===== config.mk =====
export PLATFORM = sky130hd
export DESIGN_NAME = wb_arbiter
export DESIGN_NICKNAME = d
export VERILOG_FILES = /design/src/rtl/wb_arb_pkg.sv /design/src/rtl/wb_arbiter_rr.sv /design/src/rtl/wb_arbiter.sv
export SDC_FILE = /design/constraint.sdc
export NUM_CORES = 1
export LEC_CHECK = 0
export ABC_CLOCK_PERIOD_IN_PS = 2600
export BUFFER_PORTS_ARGS = -buffer_cell sky130_fd_sc_hd__buf_2
export CORE_MARGIN = 2
export CORE_UTILIZATION = 39
export CTS_CLUSTER_SIZE = 30
export DETAILED_ROUTE_END_ITERATION = 6
export PLACE_DENSITY = 0.83
export SLEW_MARGIN = 25
export SYNTH_ARGS = -nofsm -noshare
export SYNTH_HDL_FRONTEND = slang
export SYNTH_SLANG_ARGS = --single-unit
export TNS_END_PERCENT = 20

===== constraint.sdc =====
create_clock -name clk -period 2.6 [get_ports clk]
set_clock_uncertainty 0.1 [all_clocks]
set_input_delay 0.39 -clock clk [delete_from_list [all_inputs] [get_ports clk]]
set_output_delay 0.39 -clock clk [all_outputs]
set_load 0.01 [all_outputs]

===== src/rtl/wb_arb_pkg.sv =====
// Shared types and constants for the write-back arbiter slice.
package wb_arb_pkg;
  localparam int NUM_REQ_DEF = 3;

  typedef logic [1:0] req_id_t;
  typedef logic [4:0] reg_idx_t;

  localparam req_id_t REQ_ALU = 2'd0;
  localparam req_id_t REQ_LSU = 2'd1;
  localparam req_id_t REQ_DBG = 2'd2;
endpackage


===== src/rtl/wb_arbiter_rr.sv =====
// Combinational round-robin pick: search begins one past the last granted requester.
module rr_arbiter
  import wb_arb_pkg::*;
#(
  parameter int N = NUM_REQ_DEF
) (
  input  logic [N-1:0] req_i,
  input  req_id_t      last_i,
  output logic [N-1:0] gnt_o
);
  logic found;

  // Both loop indices are compile-time constants once unrolled, so no dynamic bit-select.
  always_comb begin
    gnt_o = '0;
    found = 1'b0;
    for (int off = 1; off <= N; off++) begin
      for (int i = 0; i < N; i++) begin
        if (!found && req_i[i] && (i == (int'(last_i) + off) % N)) begin
          gnt_o[i] = 1'b1;
          found    = 1'b1;
        end
      end
    end
  end
endmodule


===== src/rtl/wb_arbiter.sv =====
// Write-back port arbiter with registered register-file write outputs.
// Optional pending-write scoreboard compiled in with WB_SCOREBOARD_EN.
module wb_arbiter
  import wb_arb_pkg::*;
#(
  parameter int NUM_REQ = NUM_REQ_DEF,
  parameter int XLEN    = 32
) (
  input  logic                    clk,
  input  logic                    rst_n,
  input  logic [NUM_REQ-1:0]      req_valid,
  input  logic [NUM_REQ*5-1:0]    req_addr,
  input  logic [NUM_REQ*XLEN-1:0] req_data,
  output logic [NUM_REQ-1:0]      req_ready,
  input  logic                    rsv_valid,
  input  logic [4:0]              rsv_addr,
  output logic                    reg_wr,
  output logic [4:0]              waddr,
  output logic [XLEN-1:0]         wdata,
  output logic [1:0]              grant_id,
  output logic [31:0]             busy
);
  logic [NUM_REQ-1:0] gnt;
  req_id_t            last_grant_q, last_grant_d;
  logic               reg_wr_q, reg_wr_d;
  reg_idx_t           waddr_q, waddr_d;
  logic [XLEN-1:0]    wdata_q, wdata_d;
  req_id_t            grant_id_q, grant_id_d;
  req_id_t            sel_id;
  reg_idx_t           sel_addr;
  logic [XLEN-1:0]    sel_data;
  logic               xfer;

  rr_arbiter #(.N(NUM_REQ)) u_rr (
    .req_i  (req_valid),
    .last_i (last_grant_q),
    .gnt_o  (gnt)
  );

  assign req_ready = rst_n ? gnt : '0;
  assign xfer      = |(req_valid & req_ready);

  always_comb begin
    sel_id   = '0;
    sel_addr = '0;
    sel_data = '0;
    for (int i = 0; i < NUM_REQ; i++) begin
      if (req_ready[i]) begin
        sel_id   = req_id_t'(i);
        sel_addr = req_addr[i*5 +: 5];
        sel_data = req_data[i*XLEN +: XLEN];
      end
    end
  end

  // Writes to x0 still consume the grant but never reach the register file.
  always_comb begin
    last_grant_d = last_grant_q;
    reg_wr_d     = 1'b0;
    waddr_d      = waddr_q;
    wdata_d      = wdata_q;
    grant_id_d   = grant_id_q;
    if (xfer) begin
      last_grant_d = sel_id;
      reg_wr_d     = (sel_addr != '0);
      waddr_d      = sel_addr;
      wdata_d      = sel_data;
      grant_id_d   = sel_id;
    end
  end

  always_ff @(posedge clk or negedge rst_n) begin
    if (!rst_n) begin
      last_grant_q <= req_id_t'(NUM_REQ - 1);
      reg_wr_q     <= 1'b0;
      waddr_q      <= '0;
      wdata_q      <= '0;
      grant_id_q   <= '0;
    end else begin
      last_grant_q <= last_grant_d;
      reg_wr_q     <= reg_wr_d;
      waddr_q      <= waddr_d;
      wdata_q      <= wdata_d;
      grant_id_q   <= grant_id_d;
    end
  end

  assign reg_wr   = reg_wr_q;
  assign waddr    = waddr_q;
  assign wdata    = wdata_q;
  assign grant_id = grant_id_q;

`ifdef WB_SCOREBOARD_EN
  logic [31:0] busy_q, busy_d;

  // Reserve is applied after the clear so a coincident set wins.
  always_comb begin
    busy_d = busy_q;
    if (reg_wr_q) busy_d[waddr_q] = 1'b0;
    if (rsv_valid && (rsv_addr != '0)) busy_d[rsv_addr] = 1'b1;
    busy_d[0] = 1'b0;
  end

  always_ff @(posedge clk or negedge rst_n) begin
    if (!rst_n) busy_q <= '0;
    else        busy_q <= busy_d;
  end

  assign busy = busy_q;
`else
  logic unused_rsv;
  assign unused_rsv = ^{rsv_valid, rsv_addr};
  assign busy       = '0;
`endif
endmodule

# == Word-level counts from Yosys, hierarchy flattened ==
# Index checks and enable logic that the tools add are counted.
# totals
reg_bits,42
input_bits,122
output_inout_bits,75
wordCells,74
# op_classes
n_addsub,3
div_mod_pow,3
n_eq_ne,6
mux,26
bitwise,1
reduce_logical,30
# op_table
cell,count
equality test 2 x 32 -> 1 bit (first input constant),3
equality test 3 x 32 -> 1 bit (first input constant),3
logical NOT 32 bit,3
modulo 32 x 3 -> 32 bit (second input constant),3
2-to-1 mux 32 bit,3
2-to-1 mux 1 bit,18
logical AND 1 bit,17
2-to-1 mux 5 bit,3
logical NOT 1 bit,8
adder 2 x 2 -> 3 bit (second input constant),2
nonzero test 5 bit,1
adder 2 x 1 -> 3 bit (second input constant),1
bitwise AND 3 bit,1
2-to-1 mux 3 bit,1
OR reduction 3 bit,1
2-to-1 mux 2 bit,1

# == Logic depth before layout (Yosys ltp) ==
# Gate-level depths: netlist (run 1).
# logic_depth
word_depth,43
ltp_mapped,9
ltp_nobuf,7

# == Modules after synthesis ==
# Synthesis (run 1) repeated with hierarchy kept, for this count alone.
# hier_totals
cells_unflattened,248
hier_area_um2,2459.9
# by_module_without_submodules
module,instances,cells_each,area_each_um2,seq_area_each_um2
wb_arbiter,1,232,2346.0,1027.2
rr_arbiter,1,16,113.9,0.0

# == Worst setup path before layout (run 1) ==
# No wires, ideal clock.
# synth_path
path_kind,reg2out
startpoint,register last_grant_q[1]
endpoint,output req_ready[0]
t_arrival_ns,1.844
required_ns,2.110
setup_slack_ns,0.266
path_stages_with_launch,6
path_buffers,2
cell_sequence,dfstp_2 -> ha_1 -> and2_1 -> o31ai_1 -> buf_2 -> buf_1
# synth_via
elab_chain_cells,30
elab_cells_between_ends,41
cone_classes,add/sub: 3; div: 3; eq/ne: 4; mux: 9; reduce/logical: 22
# synth_rtl
item,line_no,text
from (decl),wb_arbiter.sv:24,"req_id_t last_grant_q, last_grant_d;"
from (signal assigned),wb_arbiter.sv:74,last_grant_q <= req_id_t'(NUM_REQ - 1);
from (signal assigned),wb_arbiter.sv:80,last_grant_q <= last_grant_d;
adder 2 x 1 -> 3 bit,wb_arbiter_rr.sv:19,if (!found && req_i[i] && (i == (int'(last_i) + off) % N)) begin
modulo 32 x 3 -> 32 bit,wb_arbiter_rr.sv:19,
logical NOT 32 bit,wb_arbiter_rr.sv:19,
logical AND 1 bit,wb_arbiter_rr.sv:19,
2-to-1 mux 1 bit,wb_arbiter_rr.sv:19,
logical NOT 1 bit,wb_arbiter_rr.sv:19,
logical AND 1 bit (2 in series),wb_arbiter_rr.sv:19,
2-to-1 mux 1 bit,wb_arbiter_rr.sv:19,
(+11 left out),n/a,
2-to-1 mux 1 bit,wb_arbiter_rr.sv:19,
logical NOT 1 bit,wb_arbiter_rr.sv:19,
logical AND 1 bit (2 in series),wb_arbiter_rr.sv:19,
2-to-1 mux 1 bit,wb_arbiter_rr.sv:19,
logical NOT 1 bit,wb_arbiter_rr.sv:19,
logical AND 1 bit (2 in series),wb_arbiter_rr.sv:19,
2-to-1 mux 1 bit (*),wb_arbiter_rr.sv:19,
2-to-1 mux 3 bit (*),wb_arbiter.sv:40,assign req_ready = rst_n ? gnt : '0;
to (decl),wb_arbiter.sv:14,"output logic [NUM_REQ-1:0] req_ready,"
# Every way passes the cells marked *; elsewhere a longest branch is shown, timed or not.

# == Worst setup path after layout (run 1) ==
# layout_path
startpoint,register last_grant_q[1]
endpoint,"register wdata_q[14], in the netlist wdata[14]"
# layout_via
elab_chain_cells,40
elab_cells_between_ends,62
cone_classes,add/sub: 3; div: 3; eq/ne: 6; mux: 20; bitwise: 1; reduce/logical: 29
# layout_rtl
item,line_no,text
adder 2 x 1 -> 3 bit,wb_arbiter_rr.sv:19,
modulo 32 x 3 -> 32 bit,wb_arbiter_rr.sv:19,
logical NOT 32 bit,wb_arbiter_rr.sv:19,
logical AND 1 bit,wb_arbiter_rr.sv:19,
2-to-1 mux 1 bit,wb_arbiter_rr.sv:19,
logical NOT 1 bit,wb_arbiter_rr.sv:19,
logical AND 1 bit (2 in series),wb_arbiter_rr.sv:19,
2-to-1 mux 1 bit,wb_arbiter_rr.sv:19,
(+21 left out),n/a,
logical AND 1 bit (2 in series),wb_arbiter_rr.sv:19,
2-to-1 mux 1 bit,wb_arbiter_rr.sv:19,
logical NOT 1 bit,wb_arbiter_rr.sv:19,
logical AND 1 bit (2 in series),wb_arbiter_rr.sv:19,
2-to-1 mux 1 bit,wb_arbiter_rr.sv:19,
2-to-1 mux 3 bit (*),wb_arbiter.sv:40,
bitwise AND 3 bit,wb_arbiter.sv:41,assign xfer = |(req_valid & req_ready);
OR reduction 3 bit,wb_arbiter.sv:41,
to (signal assigned),wb_arbiter.sv:83,wdata_q <= wdata_d;
to (decl),wb_arbiter.sv:27,"logic [XLEN-1:0] wdata_q, wdata_d;"
# Marks and branches as above.
# A chain may end at the register's enable or synchronous reset.

==> reports/metrics.csv, run 1 <==
metric;value;unit
final critical-path required period;2.48;ns
P&R area growth vs syn;39.9;%
Fmax;402;MHz
vias in the first global route;2098;
Longest Clk Path Bufs;2;
Synth Area per Inst;10.1;sq um
final instance area;3270;sq um
CTS root buf;clkbuf_8;
Seq pwr share;33.8;%
Internal;1.86;mW
metal2 WL;3490;um
Cell Rows;28;
Post-Synth Adder-Cell Area;1.07;%
global-route wire length before repair;9830;um
CP startpoint;last_grant_q[1];
layout cell share with drive strength beyond 1;47.7;%
Vias/cell;5.07;
# nets final;518;
status;finished clean;
max-slew violations;0;
DRC;0;
PwrDens;946;nW/um^2
Final setup viols;0;
GPL Wtd Cong;0.706;
async set or reset register ratio after synthesis;100;%
HPWL after DPL;5120;um
main combinational cell family by area after synthesis;compound AO/OA/AOI/OAI gates;
Initial DRC Count;150;
Setup WS post-layout;0.115;ns
multiplexer area fraction after synthesis;6.86;%
Die ar.;6630;sq um
initial core utilization;39.9;%
final WL;6850;um
met3 wire length;590;um
Placed Cells incl. Taps;457;
Worst Path Required;2.65;ns
fin cells;469;
clock latency on the worst-skew pair;0.29;ns
max cap viols;0;
logic gate share of total power;52.9;%
unrepaired setup endpoints after global routing;yes;
Via Count;2377;
Post-DP Area;3110;sq um
post-synth design cell area;2340;sq um
global route overflow;0;
# clock sinks;41;
EDFF count, synth;0;
Metal-1 WL;2730;um
final hold slack;0.221;ns
# port buffers;158;
Fillers;551;
simple-gate portion of the synthesized area;9.05;%
clock-pin slew on the worst setup and hold paths;0.08;ns
total core area;5850;sq um
worst min path class;in2reg;
Die Y;81.4;um
Top FF cell, synth;dfrtp_1;
part of the power in the clock network;13.4;%
TritonCTS clock tree;done;
final hold vios;0;
Yosys cell types;33;
Die X;81.4;um
Ys Warns;0;
Crit path largest cell delay;0.55;ns
Critical Path Sink Type;flop;
WL per Instance;14.6;um
CP Class;reg2reg;
Tcrit/Tclk final;95.6;%
Seq/Total Area, Yosys;44.0;%
post-route ant nets;0;
reg2reg start;last_grant_q[1];
crit path cell chain;inv_1 -> ha_1 -> or2_0 -> a32o_2 -> and2_4 -> buf_4 -> a222oi_1 -> mux2i_1;
dpl ws;-0.00705;ns
CP max-delay cell;dfstp_2;
initial antenna violation count;0;
TritonRoute pass-1 iters;7;
Max Used Layer;met4;
Hold Startpoint;req_data[13];
CTS Buf Count;5;
count of state elements after synthesis;41;
Switching Power;1.23;mW
Antenna Cells;0;
Mapped Cells;231;
# IOs;197;
H-tree Lvls;2;
Crit path arrival time;2.54;ns
Net Sw Frac;39.8;%
largest net degree at the start of global routing;24;
XOR/XNOR share of the synthesized area;0;%
gr usage total;19.5;%
setup TNS;0;ns
Compound-Gate Fraction of Synth Area;20.8;%
Leak;1.90;nW
critical path peak fanout;16;
VDD IR max;0.402;mV
CP Launch Type;flop;
through the flow:
step	utilization, %	power, mW
after global routing	55.9	3.35
final	55.9	3.09
after CTS	55.0	3.08
after floorplan	-	2.05
after global placement	53.2	2.58
after detailed placement	53.2	2.64
layout by cell type, fill, tap and decap left out, types with 2 or more instances in the layout:
cell type / n
a21o_1: 3
a222oi_1: 34
a22o_1: 3
and2_1: 2
buf_2: 158
buf_4: 13
clkbuf_8: 6
conb_1: 32
dfrtp_1: 40
ha_1: 2
inv_1: 20
mux2i_1: 16
nand2_1: 40
nand3_1: 2
Yosys cell counts, drive strengths merged, types with 2 or more instances:
cell	instances	share of area (%)
dfrtp	40	43
clkbuf	4	0.64
and2	3	0.91
a21boi	2	0.64
ha	2	1.1
inv	20	3.2
a21o	3	0.96
nand2	40	6.4
buf	46	14
a22o	3	1.1
mux2i	16	6.9
nand3	2	0.43
a222oi	34	15
flip-flops by register name, summed over array words and instances, names as in the netlist:
register and flops:
reg_wr 1, waddr 5, grant_id 1, last_grant_q 2, wdata 32
critical path, delay by kind of cell (launching register included):
kind | cells | cell delay [ns]
DFF | 1 | 0.55
AOI/OAI and AO/OA | 2 | 0.71
muxes | 1 | 0.13
and+or+nand+nor | 2 | 0.43
adders and majority gates | 1 | 0.17
buffers and inverters | 2 | 0.25
worst paths after layout:
check,endpoint,slack [ns],cells after the start
worst max-delay path,wdata[14],0.12,8
worst min-delay path,wdata[13],0.22,3
worst max register to register,wdata[14],0.12,8
worst min register to register,wdata[9],0.38,2
max in group asynchronous,reg_wr,1.57,3
min in group asynchronous,last_grant_q[1],0.55,2
logic make-up after synthesis:
group           after synthesis
buf+inv                      70
compound gates               51
simple gates                 50
flops                        41
mux                          16
fa+ha+maj                     2
other cells                   1
routing by layer:
metal | GRT usage [%] | vias to the layer above
met5 | 0 | -
met4 | 6.10 | 0
met3 | 3.33 | 4
met2 | 37.0 | 141
met1 | 21.9 | 1125
li1 | - | 1107
repair_timing:
action,CTS,global route
setup buffers,1,2
pin swaps,1,6
hold endpoints to repair,1,0
resized for setup,1,7
setup endpoints to repair,2,15
gates cloned,0,1
hold buffers,1,0
power by group through the flow:
| stage | combinational (mW) | clock [mW] | sequential, mW |
|---|---|---|---|
| 3_5_place_dp | 1.59 | 0 | 1.05 |
| 4_1_cts | 1.60 | 0.430 | 1.04 |
| 6_report | 1.63 | 0.414 | 1.04 |
| 5_1_grt | 1.81 | 0.461 | 1.08 |
| 2_1_floorplan | 0.886 | 0 | 1.16 |
| 3_3_place_gp | 1.54 | 0 | 1.04 |
cell type report:
cell class / count / area, sq um / area share (%)
clock buffers: 7 / 86.3 / 2.64
well taps: 75 / 93.8 / 2.87
inverters: 20 / 75.1 / 2.30
flip-flops and latches: 41 / 1030 / 31.4
multi-input cells: 152 / 1050 / 32.2
repair buffers: 174 / 933 / 28.6
Power figures use the tool's default switching activity.
==> run 2: changes to the inputs <==
Settings changed: PLACE_DENSITY 0.83 to default, PLACE_DENSITY_LB_ADDON from default to 0.25.
==> reports/metrics.csv, run 2 (synthesis results as in run 1) <==
metric;value;unit
Switching Power;1.25;mW
max-slew violations;0;
Longest Clk Path Bufs;2;
max cap viols;0;
Vias/cell;4.99;
post-route ant nets;0;
critical path peak fanout;15;
logic gate share of total power;51.5;%
Seq pwr share;30.7;%
Fmax;393;MHz
max reg flops;32;
Net Sw Frac;37.2;%
CP Class;reg2out;
initial antenna violation count;0;
final hold slack;0.219;ns
Final setup viols;0;
layout cell share with drive strength beyond 1;49.0;%
Via Count;2362;
Crit path largest cell delay;0.56;ns
CTS root buf;clkbuf_8;
TritonRoute pass-1 iters;5;
Crit path arrival time;2.05;ns
global-route wire length before repair;9340;um
Antenna Cells;0;
VDD IR max;0.463;mV
part of the power in the clock network;17.9;%
Leak;1.95;nW
initial core utilization;39.9;%
gr usage total;18.3;%
# clock sinks;41;
worst min path class;in2reg;
P&R area growth vs syn;44.3;%
Worst Path Required;2.11;ns
total core area;5850;sq um
Critical Path Sink Type;output pin;
Die ar.;6630;sq um
global route overflow;0;
CP Launch Type;flop;
final hold vios;0;
Initial DRC Count;149;
status;finished clean;
PwrDens;997;nW/um^2
H-tree Lvls;2;
most frequent cells in the layout;158 x buf_2, 40 x nand2_1, 40 x dfrtp_1;
crit path cell chain;inv_2 -> ha_4 -> or2_0 -> a32o_2 -> and2_4 -> buf_12 -> buf_2;
clock-pin slew on the worst setup and hold paths;0.08;ns
Tcrit/Tclk final;97.9;%
GPL Wtd Cong;0.677;
dpl ws;-0.0739;ns
Die X;81.4;um
HPWL after DPL;4850;um
CTS Buf Count;5;
vias in the first global route;2063;
Cell Rows;28;
Die Y;81.4;um
TritonCTS clock tree;done;
final WL;6560;um
final critical-path required period;2.54;ns
CP max-delay cell;dfstp_2;
WL per Instance;13.9;um
# nets final;521;
# port buffers;158;
most common cell after layout, fill and taps aside;buf_2;
# IOs;197;
DRC;0;
Setup WS post-layout;0.0552;ns
Internal;2.11;mW
largest net degree at the start of global routing;28;
clock latency on the worst-skew pair;0.28;ns
run 2: per-layer routing:
| layer | track usage, % | wire (um) |
|---|---|---|
| met5 | 0 | 0 |
| met4 | 5.76 | 62 |
| met3 | 4.33 | 545 |
| met2 | 33.2 | 3450 |
| met1 | 21.1 | 2500 |
run 2: power by group through the flow:
stage	Combinational (mW)	Clock (mW)	Sequential, mW
finish	1.73	0.600	1.03
global route	1.90	0.650	1.07
CTS	1.68	0.619	1.03
detailed placement	1.63	0	1.04
global placement	1.60	0	1.03
floorplan	0.886	0	1.16
run 2: timing repair:
action                     in CTS  in global routing
hold endpoints to repair        2                  0
setup buffers                   2                  4
setup endpoints to repair       3                  1
hold buffers                    1                  0
cloned                          1                  0
pin swaps                       2                  1
gates resized for setup         5                  5
run 2: worst max-delay path: cells and delay by family (launching register included):
kind	cells	cell delay (ns)
AND/OR/NAND/NOR	2	0.41
AO/OA/AOI/OAI	1	0.31
buffers and inverters	3	0.34
flip-flops	1	0.56
adder cells (fa/ha/maj)	1	0.16
run 2: through the flow:
stage	power (mW)	TNS (ns)	area (sq um)	std cells	utilization, %
final	3.36	0	3370	473	57.6
after detailed placement	2.67	-0.0739	3140	457	53.7
after CTS	3.33	0	3320	469	56.8
after global routing	3.62	-0.0354	3370	473	57.6
after global placement	2.64	-0.0440	3140	457	53.7
after floorplan	2.05	0	2450	262	-
run 2: worst paths after layout:
kind | to | slack (ns) | from | cells past startpoint
min in group asynchronous | last_grant_q[0] | 0.38 | rst_n | 2
hold / removal | wdata[7] | 0.22 | req_data[7] | 3
setup reg to reg | reg_wr | 0.10 | last_grant_q[1] | 7
max in group asynchronous | wdata[27] | 1.49 | rst_n | 3
hold reg to reg | wdata[18] | 0.37 | wdata[18] | 2
setup / recovery | req_ready[1] | 0.06 | last_grant_q[1] | 7
run 2: cell type report:
| type | count | area (sq um) |
|---|---|---|
| clock buffers | 5 | 68.8 |
| clock inverters | 3 | 65.1 |
| fillers | 544 | 2480 |
| inverters | 20 | 75.1 |
| multi-input cells | 152 | 1050 |
| flip-flops and latches | 41 | 1030 |
| well taps | 75 | 93.8 |
| repair buffers | 177 | 986 |
==> run 3: changes to the inputs <==
Settings changed: CORE_MARGIN 2 to default.
==> reports/metrics.csv, run 3 (synthesis results as in run 1) <==
metric;value;unit
final WL;6530;um
Leak;1.91;nW
VDD IR max;0.526;mV
worst min path class;in2reg;
Crit path max-delay family;flip-flops;
clock latency on the worst-skew pair;0.29;ns
Vias/cell;5.03;
Die X;79.4;um
Util after Layout;57.7;%
initial antenna violation count;0;
TritonRoute pass-1 iters;6;
HPWL after DPL;5050;um
final hold vios;0;
Antenna Cells;0;
setup TNS;0;ns
critical path peak fanout;11;
initial core utilization;41.4;%
most common cell after layout, fill and taps aside;buf_2;
Initial DRC Count;159;
largest net degree at the start of global routing;22;
total core area;5640;sq um
max cap viols;0;
register area;1030;sq um
# port buffers;158;
PwrDens;964;nW/um^2
CTS root buf;clkbuf_8;
CP max-delay cell;dfstp_2;
unrepaired setup endpoints after global routing;no;
CP Launch Type;flop;
clock-pin slew on the worst setup and hold paths;0.08;ns
Crit path largest cell delay;0.55;ns
Final setup viols;0;
global route overflow;0;
CP Class;reg2out;
Critical Path Sink Type;output pin;
GPL Wtd Cong;0.756;
global-route wire length before repair;9670;um
Worst Path Required;2.11;ns
Cell Rows;27;
total power;3.14;mW
WL per Instance;14.0;um
Via Count;2345;
area of the multi-input gates;1040;sq um
post-route ant nets;0;
Die Y;79.4;um
P&R area growth vs syn;39.4;%
H-tree Lvls;2;
dpl ws;0.177;ns
# clock sinks;41;
crit path cell chain;inv_1 -> ha_1 -> or2_0 -> a32o_2 -> and2_4 -> buf_2;
Worst Path Buf+Inv;2;
layout cell share with drive strength beyond 1;47.5;%
Longest Clk Path Bufs;2;
Fillers;522;
max reg flops;32;
Setup WS post-layout;0.119;ns
vias in the first global route;2096;
# Post-CTS Setup Buffers;0;
final critical-path required period;2.48;ns
TritonCTS clock tree;done;
# IOs;197;
status;finished clean;
Fmax;403;MHz
final hold slack;0.212;ns
DRC;0;
most frequent cells in the layout;157 x buf_2, 40 x nand2_1, 40 x dfrtp_1;
gr usage total;20.0;%
Crit path arrival time;1.99;ns
Die ar.;6300;sq um
Tcrit/Tclk final;95.4;%
max-slew violations;0;
CTS Buf Count;5;
# nets final;517;
-- run 3: cell count changes in the layout (fill, tap and decap cells not counted), sizes merged --
| cell | before | now |
|---|---|---|
| buf | 176 | 171 |
| clkbuf | 5 | 7 |
| bufinv | 2 | 1 |
-- run 3: where the power goes --
part           switching (mW)  internal [mW]  total (mW)
clock                   0.217          0.285       0.502
sequential              0.136          0.907        1.04
combinational           0.869          0.726        1.59
-- run 3: path summary, 6_finish.rpt --
| path | start | to | slack, ns | cells past startpoint |
|---|---|---|---|---|
| min in group asynchronous | rst_n | grant_id[1] | 0.37 | 2 |
| setup / recovery | last_grant_q[1] | req_ready[1] | 0.12 | 6 |
| setup reg to reg | last_grant_q[1] | wdata[24] | 0.18 | 8 |
| hold / removal | req_data[11] | wdata[11] | 0.21 | 3 |
| max in group asynchronous | rst_n | wdata[30] | 1.57 | 3 |
| hold reg to reg | wdata[9] | wdata[9] | 0.37 | 2 |
-- run 3: layout make-up --
cell class	instances	share of cell area, %
multi-input combinational	152	31.9
sequential	41	31.6
timing repair buffer	173	28.1
tap	72	2.77
inverter	20	2.31
clock buffer	6	2.23
clock inverter	2	1.08
-- run 3: per-stage QoR --
step                      std cells  cell area, sq um
after global placement          457              3120
after floorplan                 262              2450
final                           466              3260
after detailed placement        457              3120
after CTS                       465              3230
after global routing            466              3260
-- run 3: layer usage --
layer	part of all wire, %	GRT usage [%]	vias to the layer above
met5	0	0	-
met4	2.2	8.18	0
met3	9.3	5.83	12
met2	49	35.1	135
met1	39	22.5	1089
li1	-	-	1109
-- run 3: repair_timing --
action	4_1_cts	5_1_grt
gates cloned	0	1
endpoints found under the hold margin	4	0
pin swaps	0	2
resized for setup	0	6
setup endpoints to repair	1	12
hold buffers	1	0
-- run 3: worst reg2reg max path, cell delays in order, from the launching register on --
cell and delay (ns):
dfstp_2 0.55, inv_1 0.05, ha_1 0.21, or2_0 0.21, a32o_2 0.31, and2_4 0.23, buf_6 0.18, a222oi_1 0.36
mux2i_1 0.12
